==> src/rtl/kbd_map_pkg.sv <==
// Shared constants, FSM state type and the scancode-to-flag decode table
// for the PS/2 set-2 cabinet button mapper.
package kbd_map_pkg;

  typedef enum logic [2:0] {
    S_IDLE,
    S_EXT,
    S_BRK,
    S_EXT_BRK,
    S_SKIP
  } kbd_state_e;

  localparam logic [7:0] PFX_E0 = 8'hE0;
  localparam logic [7:0] PFX_F0 = 8'hF0;
  localparam logic [7:0] PFX_E1 = 8'hE1;
  localparam logic [2:0] SKIP_LEN = 3'd7;

  localparam logic [7:0] SC_KP8   = 8'h75;
  localparam logic [7:0] SC_KP2   = 8'h72;
  localparam logic [7:0] SC_KP4   = 8'h6B;
  localparam logic [7:0] SC_KP6   = 8'h74;
  localparam logic [7:0] SC_CTRL  = 8'h14;
  localparam logic [7:0] SC_SPACE = 8'h29;
  localparam logic [7:0] SC_ALT   = 8'h11;
  localparam logic [7:0] SC_1     = 8'h16;
  localparam logic [7:0] SC_2     = 8'h1E;
  localparam logic [7:0] SC_5     = 8'h2E;
  localparam logic [7:0] SC_3     = 8'h26;
  localparam logic [7:0] SC_F2    = 8'h06;
  localparam logic [7:0] SC_F3    = 8'h04;
  localparam logic [7:0] SC_F4    = 8'h0C;
  localparam logic [7:0] SC_F12   = 8'h07;

  localparam int JOY_W     = 13;
  localparam int BIT_UP    = 0;
  localparam int BIT_DOWN  = 1;
  localparam int BIT_LEFT  = 2;
  localparam int BIT_RIGHT = 3;
  localparam int BIT_FIRE  = 4;
  localparam int BIT_P1    = 5;
  localparam int BIT_P2    = 6;
  localparam int BIT_COIN  = 7;
  localparam int BIT_BOMB  = 8;
  localparam int BIT_SVC   = 9;
  localparam int BIT_RST   = 10;
  localparam int BIT_SCAN  = 11;
  localparam int BIT_OSD   = 12;

  // Held flags: several physical keys can feed one output bit.
  typedef enum logic [3:0] {
    FL_UP, FL_DOWN, FL_LEFT, FL_RIGHT,
    FL_FIRE_L, FL_FIRE_R, FL_FIRE_SP,
    FL_START1, FL_START2, FL_COIN_A, FL_COIN_B,
    FL_BOMB, FL_SVC, FL_RST, FL_SCAN, FL_OSD
  } flag_e;
  localparam int FL_NUM = 16;

  typedef struct packed {
    logic  valid;
    flag_e idx;
  } key_dec_t;

  // Prefix and keyboard-status bytes are never mapped, so they fall out as invalid.
  function automatic key_dec_t decode_key(input logic ext, input logic [7:0] code);
    key_dec_t d;
    d.valid = 1'b1;
    d.idx   = FL_UP;
    case ({ext, code})
      {1'b0, SC_KP8}, {1'b1, SC_KP8}: d.idx = FL_UP;
      {1'b0, SC_KP2}, {1'b1, SC_KP2}: d.idx = FL_DOWN;
      {1'b0, SC_KP4}, {1'b1, SC_KP4}: d.idx = FL_LEFT;
      {1'b0, SC_KP6}, {1'b1, SC_KP6}: d.idx = FL_RIGHT;
      {1'b0, SC_CTRL}:                d.idx = FL_FIRE_L;
      {1'b1, SC_CTRL}:                d.idx = FL_FIRE_R;
      {1'b0, SC_SPACE}:               d.idx = FL_FIRE_SP;
      {1'b0, SC_ALT}, {1'b1, SC_ALT}: d.idx = FL_BOMB;
      {1'b0, SC_1}:                   d.idx = FL_START1;
      {1'b0, SC_2}:                   d.idx = FL_START2;
      {1'b0, SC_5}:                   d.idx = FL_COIN_A;
      {1'b0, SC_3}:                   d.idx = FL_COIN_B;
      {1'b0, SC_F2}:                  d.idx = FL_SVC;
      {1'b0, SC_F3}:                  d.idx = FL_RST;
      {1'b0, SC_F4}:                  d.idx = FL_SCAN;
      {1'b0, SC_F12}:                 d.idx = FL_OSD;
      default:                        d.valid = 1'b0;
    endcase
    return d;
  endfunction

endpackage

==> src/rtl/pulse_stretch.sv <==
// Load/decrement counter; busy_o is high while the count is nonzero,
// i.e. for CYC-1 cycles after the load edge.
module pulse_stretch #(
  parameter int unsigned CYC = 400000
) (
  input  logic clk_i,
  input  logic res_n_i,
  input  logic load_i,
  output logic busy_o
);

  localparam int unsigned W = $clog2(CYC) + 1;
  localparam logic [W-1:0] LOAD_VAL = W'(CYC - 1);

  logic [W-1:0] cnt_q, cnt_d;

  always_comb begin
    cnt_d = cnt_q;
    if (load_i) begin
      cnt_d = LOAD_VAL;
    end else if (cnt_q != '0) begin
      cnt_d = cnt_q - W'(1);
    end
  end

  always_ff @(posedge clk_i) begin
    if (!res_n_i) begin
      cnt_q <= '0;
    end else begin
      cnt_q <= cnt_d;
    end
  end

  assign busy_o = (cnt_q != '0);

endmodule

==> src/rtl/kbd_button_map.sv <==
// PS/2 set-2 byte stream to registered held-key vector (B-C-P-P-F-R-L-D-U),
// with prefix decoding, prefix timeout and coin press stretching.
//
// state     | meaning
// S_IDLE    | no prefix pending
// S_EXT     | E0 seen
// S_BRK     | F0 seen
// S_EXT_BRK | E0 F0 seen
// S_SKIP    | swallowing the remaining pause-sequence bytes
module kbd_button_map
  import kbd_map_pkg::*;
#(
  parameter int unsigned COIN_HOLD_CYC = 400000,
  parameter int unsigned TIMEOUT_CYC   = 2000000
) (
  input  logic             clk_i,
  input  logic             res_n_i,
  input  logic             kbd_intr_i,
  input  logic [7:0]       kbd_scancode_i,
  output logic [JOY_W-1:0] joy_bcppfrldu_o,
  output logic             seq_err_o
);

  localparam int unsigned TW = $clog2(TIMEOUT_CYC) + 1;
  localparam logic [TW-1:0] TMO_LAST = TW'(TIMEOUT_CYC - 1);

  kbd_state_e        state_q, state_d;
  logic [2:0]        skip_q, skip_d;
  logic [TW-1:0]     tmo_q, tmo_d;
  logic [FL_NUM-1:0] held_q, held_d;
  logic [JOY_W-1:0]  joy_q, joy_d;
  logic              seq_err_q, seq_err_d;
  logic              tmo_hit, coin_load, coin_busy;
  key_dec_t          dec;

  // A byte arriving on the expiry cycle wins over the timeout.
  assign tmo_hit = !kbd_intr_i && (state_q != S_IDLE) && (tmo_q == TMO_LAST);

  always_ff @(posedge clk_i) begin
    if (!res_n_i) begin
      state_q   <= S_IDLE;
      skip_q    <= '0;
      tmo_q     <= '0;
      held_q    <= '0;
      joy_q     <= '0;
      seq_err_q <= 1'b0;
    end else begin
      state_q   <= state_d;
      skip_q    <= skip_d;
      tmo_q     <= tmo_d;
      held_q    <= held_d;
      joy_q     <= joy_d;
      seq_err_q <= seq_err_d;
    end
  end

  always_comb begin
    state_d = state_q;
    skip_d  = skip_q;
    tmo_d   = tmo_q;
    if (kbd_intr_i) begin
      tmo_d = '0;
      case (state_q)
        S_IDLE: begin
          if (kbd_scancode_i == PFX_E0) begin
            state_d = S_EXT;
          end else if (kbd_scancode_i == PFX_F0) begin
            state_d = S_BRK;
          end else if (kbd_scancode_i == PFX_E1) begin
            state_d = S_SKIP;
            skip_d  = SKIP_LEN;
          end
        end
        S_EXT:   state_d = (kbd_scancode_i == PFX_F0) ? S_EXT_BRK : S_IDLE;
        S_SKIP: begin
          skip_d = skip_q - 3'd1;
          if (skip_q <= 3'd1) state_d = S_IDLE;
        end
        default: state_d = S_IDLE;
      endcase
    end else if (tmo_hit) begin
      state_d = S_IDLE;
      skip_d  = '0;
      tmo_d   = '0;
    end else if (state_q != S_IDLE) begin
      tmo_d = tmo_q + TW'(1);
    end
  end

  always_comb begin
    dec       = decode_key(state_q inside {S_EXT, S_EXT_BRK}, kbd_scancode_i);
    held_d    = held_q;
    coin_load = 1'b0;
    if (kbd_intr_i && dec.valid) begin
      if (state_q == S_IDLE || state_q == S_EXT) begin
        held_d[dec.idx] = 1'b1;
        coin_load       = dec.idx inside {FL_COIN_A, FL_COIN_B};
      end else if (state_q == S_BRK || state_q == S_EXT_BRK) begin
        held_d[dec.idx] = 1'b0;
      end
    end
    seq_err_d = tmo_hit;

    joy_d            = '0;
    joy_d[BIT_UP]    = held_d[FL_UP];
    joy_d[BIT_DOWN]  = held_d[FL_DOWN];
    joy_d[BIT_LEFT]  = held_d[FL_LEFT];
    joy_d[BIT_RIGHT] = held_d[FL_RIGHT];
    joy_d[BIT_FIRE]  = held_d[FL_FIRE_L] | held_d[FL_FIRE_R] | held_d[FL_FIRE_SP];
    joy_d[BIT_P1]    = held_d[FL_START1];
    joy_d[BIT_P2]    = held_d[FL_START2];
    joy_d[BIT_COIN]  = held_d[FL_COIN_A] | held_d[FL_COIN_B] | coin_busy;
    joy_d[BIT_BOMB]  = held_d[FL_BOMB];
    joy_d[BIT_SVC]   = held_d[FL_SVC];
    joy_d[BIT_RST]   = held_d[FL_RST];
    joy_d[BIT_SCAN]  = held_d[FL_SCAN];
    joy_d[BIT_OSD]   = held_d[FL_OSD];
  end

  pulse_stretch #(
    .CYC(COIN_HOLD_CYC)
  ) u_coin_stretch (
    .clk_i  (clk_i),
    .res_n_i(res_n_i),
    .load_i (coin_load),
    .busy_o (coin_busy)
  );

  assign joy_bcppfrldu_o = joy_q;
  assign seq_err_o       = seq_err_q;

endmodule

==> config.mk <==
export PLATFORM = sky130hd
export DESIGN_NAME = kbd_button_map
export DESIGN_NICKNAME = d
export VERILOG_FILES = /design/src/rtl/kbd_map_pkg.sv /design/src/rtl/pulse_stretch.sv /design/src/rtl/kbd_button_map.sv
export SDC_FILE = /design/constraint.sdc
export NUM_CORES = 1
export LEC_CHECK = 0
export BUFFER_PORTS_ARGS = -buffer_cell sky130_fd_sc_hd__buf_2
export CORE_ASPECT_RATIO = 1.4
export CORE_MARGIN = 2
export CORE_UTILIZATION = 45
export DETAILED_ROUTE_END_ITERATION = 8
export GPL_ROUTABILITY_DRIVEN = 0
export PLACE_DENSITY = 0.61
export SLEW_MARGIN = 20
export SYNTH_ARGS = -nofsm -noshare
export SYNTH_HDL_FRONTEND = slang
export SYNTH_SLANG_ARGS = --single-unit
==> constraint.sdc <==
create_clock -name clk_i -period 3.2 [get_ports clk_i]
set_input_delay 0.64 -clock clk_i [delete_from_list [all_inputs] [get_ports clk_i]]
set_output_delay 0.64 -clock clk_i [all_outputs]
set_load 0.03 [all_outputs]
* Yosys cells after proc, flatten, opt, wreduce, memory -nomap -nowiden *
Index checks and enable logic that the tools add are counted.

cells by class
  add/subtract/negate cells = 3
  order comparisons = 3
  eq/ne operators = 37
  mux-type cells = 24
  bitwise gates (word level) = 8
  reductions and logical operators = 23

operator list
  kind                     number
  $pmux W4 S15             1
  $eq A9 B9 Y1 const B     6
  $mux W16                 3
  $mux W19                 2
  $eq A9 B5 Y1 const B     4
  $eq A9 B7 Y1 const B     4
  $mux W3                  10
  $eq A9 B3 Y1 const B     3
  $eq A9 B6 Y1 const B     3
  $eq A8 B8 Y1 const B     3
  $add A22 B1 Y22 const B  1
  $eq A22 B21 Y1 const B   1
  $reduce_or A21 Y1        1
  $reduce_bool A20 Y1      1
  $sub A20 B1 Y20 const B  1
  $and A16 B16 Y16         1
  $not A16 Y16             1
  $or A16 B16 Y16          1
  $ne A3 B3 Y1 const B     4
  $reduce_or A2 Y1         5
  $eq A9 B4 Y1 const B     1
  $pmux W3 S3              1
  $eq A4 B4 Y1 const B     2
  $reduce_bool A2 Y1       4
  23 further kinds         34

storage, ports and cells
  register bits after elaboration = 78
  input bits = 11
  output and inout port bits = 14
  logic and storage cells = 106

* Depth between registers and ports, before layout *
  depth in word-level cells = 16
  gate-level depth with buffers = 10
  gate-level depth less buffers = 9

* Hierarchy *
From an unflattened synthesis, not the netlist that was laid out.

unflattened totals
  cells, all modules = 434
  area total of the unflattened synthesis = 3664.8 um^2

modules (own cells, without submodules)
  module          instances  cells an instance  area each (um^2)  sequential area each (um^2)
  kbd_button_map  1          319                2625.0            940.9
  pulse_stretch   1          115                1039.7            400.4

* Least setup slack after synthesis *
Ideal clock, no wire load.

  path type = input-to-reg
  from = input port kbd_scancode_i[5]
  to = register joy_q[4], in the netlist joy_bcppfrldu_o[4]
  library setup time = 120 ps
  arrival time = 2648 ps
  required time = 3080 ps
  setup slack = 432 ps
  cell stages on the path = 8
  buffers on the path = 1
  path through = buf_6 > or4b_4 > or3_1 > and3_1 > a21boi_4 > nand4_2 > mux2_4 > o31a_1

on the way
  longest elaborated chain between the ends = 14
  elaborated cells on any way between the ends = 42
  those cells by class = 2 x order compare; 21 x eq/ne; 7 x mux; 5 x bitwise; 7 x reduce/logical

RTL lines
  what                                                                RTL line                                    text
  from (decl)                                                         kbd_button_map.sv:19                        input logic [7:0] kbd_scancode_i,
  $eq A9 B5 Y1 (tied with other cells)                                kbd_map_pkg.sv:68                           case ({ext, code})
  $reduce_or A2 Y1                                                    kbd_map_pkg.sv:68
  $pmux W4 S15                                                        kbd_map_pkg.sv:68
  $lt A4 B5 Y1 (implied by the code) or $ge A4 B1 Y1 (tied branches)  kbd_button_map.sv:96, kbd_button_map.sv:99
  $logic_and A1 B1 Y1 (implied by the code)                           kbd_button_map.sv:96, kbd_button_map.sv:99
  $mux W1 (implied by the code)                                       kbd_button_map.sv:96, kbd_button_map.sv:99
  $demux W1 S4                                                        kbd_button_map.sv:96, kbd_button_map.sv:99
  $not A16 Y16 (no source line)                                       -
  $and A16 B16 Y16 (no source line)                                   -
  $mux W16                                                            kbd_button_map.sv:98                        end else if (state_q == S_BRK || state_q == S_EXT_BRK) begin
  $mux W16                                                            kbd_button_map.sv:95                        if (state_q == S_IDLE || state_q == S_EXT) begin
  $mux W16 *                                                          kbd_button_map.sv:94                        if (kbd_intr_i && dec.valid) begin
  $or A1 B1 Y1                                                        kbd_button_map.sv:109                       joy_d[BIT_FIRE] = held_d[FL_FIRE_L] | held_d[FL_FIRE_R] | held_d[FL_FIRE_SP];
  $or A1 B1 Y1 *                                                      kbd_button_map.sv:109
  to (signal assigned)                                                kbd_button_map.sv:52                        joy_q <= joy_d;
  to (decl)                                                           kbd_button_map.sv:31                        logic [JOY_W-1:0] joy_q, joy_d;

Mark *: on every way between the ends. The rest lies on a longest branch, timed or not.
A chain may end at the register's enable or synchronous reset.

* Worst setup path in the final report *
  from = register state_q[2]
  to = register joy_q[7], in the netlist joy_bcppfrldu_o[7]

on the way
  longest elaborated chain between the ends = 16
  elaborated cells on any way between the ends = 49
  those cells by class = 2 x order compare; 24 x eq/ne; 7 x mux; 5 x bitwise; 11 x reduce/logical

RTL lines
  what                                                                RTL line                                                          text
  from (decl)                                                         kbd_button_map.sv:27                                              kbd_state_e state_q, state_d;
  from (signal assigned)                                              kbd_button_map.sv:48                                              state_q <= state_d;
  $eq A3 B1 Y1 or $eq A3 B2 Y1 (tied branches)                        kbd_button_map.sv:91, kbd_button_map.sv:95, kbd_button_map.sv:98
  $reduce_bool A2 Y1                                                  kbd_button_map.sv:91                                              dec = decode_key(state_q inside {S_EXT, S_EXT_BRK}, kbd_scancode_i);
  $eq A9 B5 Y1 (tied with other cells)                                kbd_map_pkg.sv:68
  $reduce_or A2 Y1                                                    kbd_map_pkg.sv:68
  $pmux W4 S15                                                        kbd_map_pkg.sv:68
  $lt A4 B5 Y1 (implied by the code) or $ge A4 B1 Y1 (tied branches)  kbd_button_map.sv:96, kbd_button_map.sv:99
  $logic_and A1 B1 Y1 (implied by the code)                           kbd_button_map.sv:96, kbd_button_map.sv:99
  $mux W1 (implied by the code)                                       kbd_button_map.sv:96, kbd_button_map.sv:99
  $demux W1 S4                                                        kbd_button_map.sv:96, kbd_button_map.sv:99
  $not A16 Y16 (no source line)                                       -
  $and A16 B16 Y16 (no source line)                                   -
  $mux W16                                                            kbd_button_map.sv:98
  $mux W16                                                            kbd_button_map.sv:95
  $mux W16 *                                                          kbd_button_map.sv:94
  $or A1 B1 Y1 * (2 in series)                                        kbd_button_map.sv:112                                             joy_d[BIT_COIN] = held_d[FL_COIN_A] | held_d[FL_COIN_B] | coin_busy;

Marked as above.

==> metrics.txt <==
count leader, synth dfxtp_1; Final TNS setup 0 ns; Post-Synthesis Net Count 446; relative slew slack 59.7%; CP Data Arrival Time about 2.9 ns; CTS tree yes; Multi-input gate area 0.00209 mm²; Sink Count 67; Hold Path Origin tmo_q[19]; synthesized flop and latch total 67; layout cells sized above 1 roughly 14%; clk_lat worst skew 0.35 ns; Hold Slack around 0.48 ns; status completed; WL final approximately 7600 µm; Pwr Density 624 mW/mm²; most common flop cell mapped by yosys dfxtp_1; dpl hpwl roughly 5500 µm; postcts setup bufs 0; Die Y 110 µm; Worst setup SP type flip-flop; Post-synth EDFFs 0; die area between 0.008 and 0.009 mm²; top-area cell type share of the netlist area 36.8%; CTS Buf Count 9; final setup margin 0.560 ns; # setup viols final 0; Cells after DPL 530; Hold Crit Class flip-flop to flip-flop; crit-path max FO 11; # diodes 0; CTS Buffer Depth 2; Register Area between 0.001 and 0.0015 mm²; initial antenna violation count 0; pre-CTS setup slack 0.281 ns; Routed Antenna Nets 0; Boundary Pins 25; grt ovf 0; FF-to-FF Start state_q[2]; Chip Width 80.1 µm; Hold Path End tmo_q[19]; Leak 1.51 nW; Required @ worst endpoint 3.44 ns; Clk pin slew, worst setup/hold paths 0.07 ns; Tmin final between 2 and 3 ns; Rows 38; P&R area growth vs syn 7.93%; clock skew around 0.0078 ns; Worst-Margin Slew 0.599 ns; final cell count without fillers about 540; top cells by area, synth dfxtp_1, nor2_1, xnor2_1; CTS root buffer clkbuf_8; CP Class flip-flop to flip-flop; routed len/inst 13.9 µm; initial core utilization 46.7%; Mapped Area 0.00364 mm²; post_cts resized 0; top post-synthesis cells by count dfxtp_1, nor2_1, nand2_1; Final Net Count 456; number of max-cap violations 0; Final Cycle Share 82.5%; Buffers on Ports 24; syn_area_per_cell 8.45 µm²; drt drc 0; peak supply drop 0.285 mV; Synth async-reset ratio 0%; # fillers 803; first-pass GRT wire length around 13000 µm; Fin. Hold Viols 0; Cells after Synth 431; reg2reg end joy_bcppfrldu_o[7]; Total GRT Usage 18.4%; R2R setup slack approximately 0.56 ns; vias in the first global route ~2900; worst r2r path cells 7; Synth Warn # 0; router iterations before antenna repair 5; vias per cell 5.57; sequential area share after synthesis between 30% and 40%; Total Power 0.00245 W; CP endpoint kind flip-flop; # hold bufs at CTS 0; hold path cells 2; RSZ-0062 raised after global routing false; core box area 0.00780 mm²; Vias 3031; Slew Viols, Final 0; leading area contributor after synthesis dfxtp_1; initial DRC count 138; FMAX approximately 380 MHz; htree depth 3; Synth cell types 62; largest net degree at the start of global routing 28
-- layout by cell type (no fill, tap or decap), drive strengths merged, types with 2 or more instances in the layout --
cell,instances
nor3,11
xnor2,17
and2,9
o31a,2
nor2,54
inv,9
clkbuf,11
or3b,2
nand3b,6
dfxtp,67
mux2,4
nor4b,5
a21oi,25
and3,7
and4,3
nand4b,5
buf,29
nand4,13
nand2b,4
nand3,13
nand2,35
a31o,2
or2,2
o21a,2
or4,4
o211ai,4
or3,8
ha,4
clkinv,3
nor3b,3
nor4,11
xor2,17
a31oi,3
nor2b,7
o31ai,7
o21ai,12
mux2i,13
-- kinds of logic after synthesis --
logic type | synth area share (%)
AND/OR/NAND/NOR | 31.6
flip-flops | 36.8
AO/OA/AOI/OAI | 11.3
buffers and inverters | 5.84
XOR/XNOR | 8.17
multiplexers | 4.91
adder cells (fa/ha/maj) | 1.37
-- worst max path at each step --
| stage | slack (ns) | startpoint | endpoint |
|---|---|---|---|
| CTS | 0.61 | state_q[2] | joy_bcppfrldu_o[7] |
| finish | 0.56 | state_q[2] | joy_bcppfrldu_o[7] |
| global placement | 0.33 | kbd_scancode_i[5] | joy_bcppfrldu_o[4] |
| detailed placement | 0.28 | kbd_scancode_i[4] | joy_bcppfrldu_o[4] |
| floorplan | 0.43 | kbd_scancode_i[5] | joy_bcppfrldu_o[4] |
| global route | 0.39 | u_coin_stretch.cnt_q[4] | u_coin_stretch.cnt_q[11] |
-- worst max-delay path, stage by stage, from the launching register on --
cell	delay [ns]
dfxtp_1	0.42
nand2b_1	0.35
o21ai_0	0.32
o21ai_1	0.12
o41a_2	0.59
nand3_2	0.12
mux2_1	0.34
o31a_1	0.27
-- power breakdown --
part,internal (W),switching [W]
logic,0.000338,0.000388
clock network,0.000370,0.000308
registers,0.000942,0.000107
-- area by class of cell --
type | count | share of cell area (%)
sequential | 67 | 34.1
clock buffer | 11 | 3.60
clock inverter | 3 | 1.02
inverter | 10 | 0.955
multi-input combinational | 324 | 53.1
tap | 100 | 3.18
timing repair buffer | 29 | 4.01
-- sequential cells by signal, indices dropped and copies added (netlist names) --
name / cells
joy_bcppfrldu_o: 2
seq_err_o: 1
held_q: 16
skip_q: 3
u_coin_stretch.cnt_q: 20
state_q: 3
tmo_q: 22
-- per-stage QoR --
stage	util [%]	instance area (µm²)
final	50.4	3930
after global routing	50.4	3930
after CTS	50.4	3930
after detailed placement	48.1	3750
after global placement	48.1	3750
after floorplan	-	3640
-- per-layer routing --
metal	track usage (%)	share of wire, %	wire length, µm	vias to the layer above
met2	30.0	49	3710	48
met1	22.0	45	3390	1420
met4	10.1	2.7	207	0
li1	-	-	-	1547
met5	0	0	0	-
met3	4.00	3.7	277	16
(Power assumes the default switching activity.)
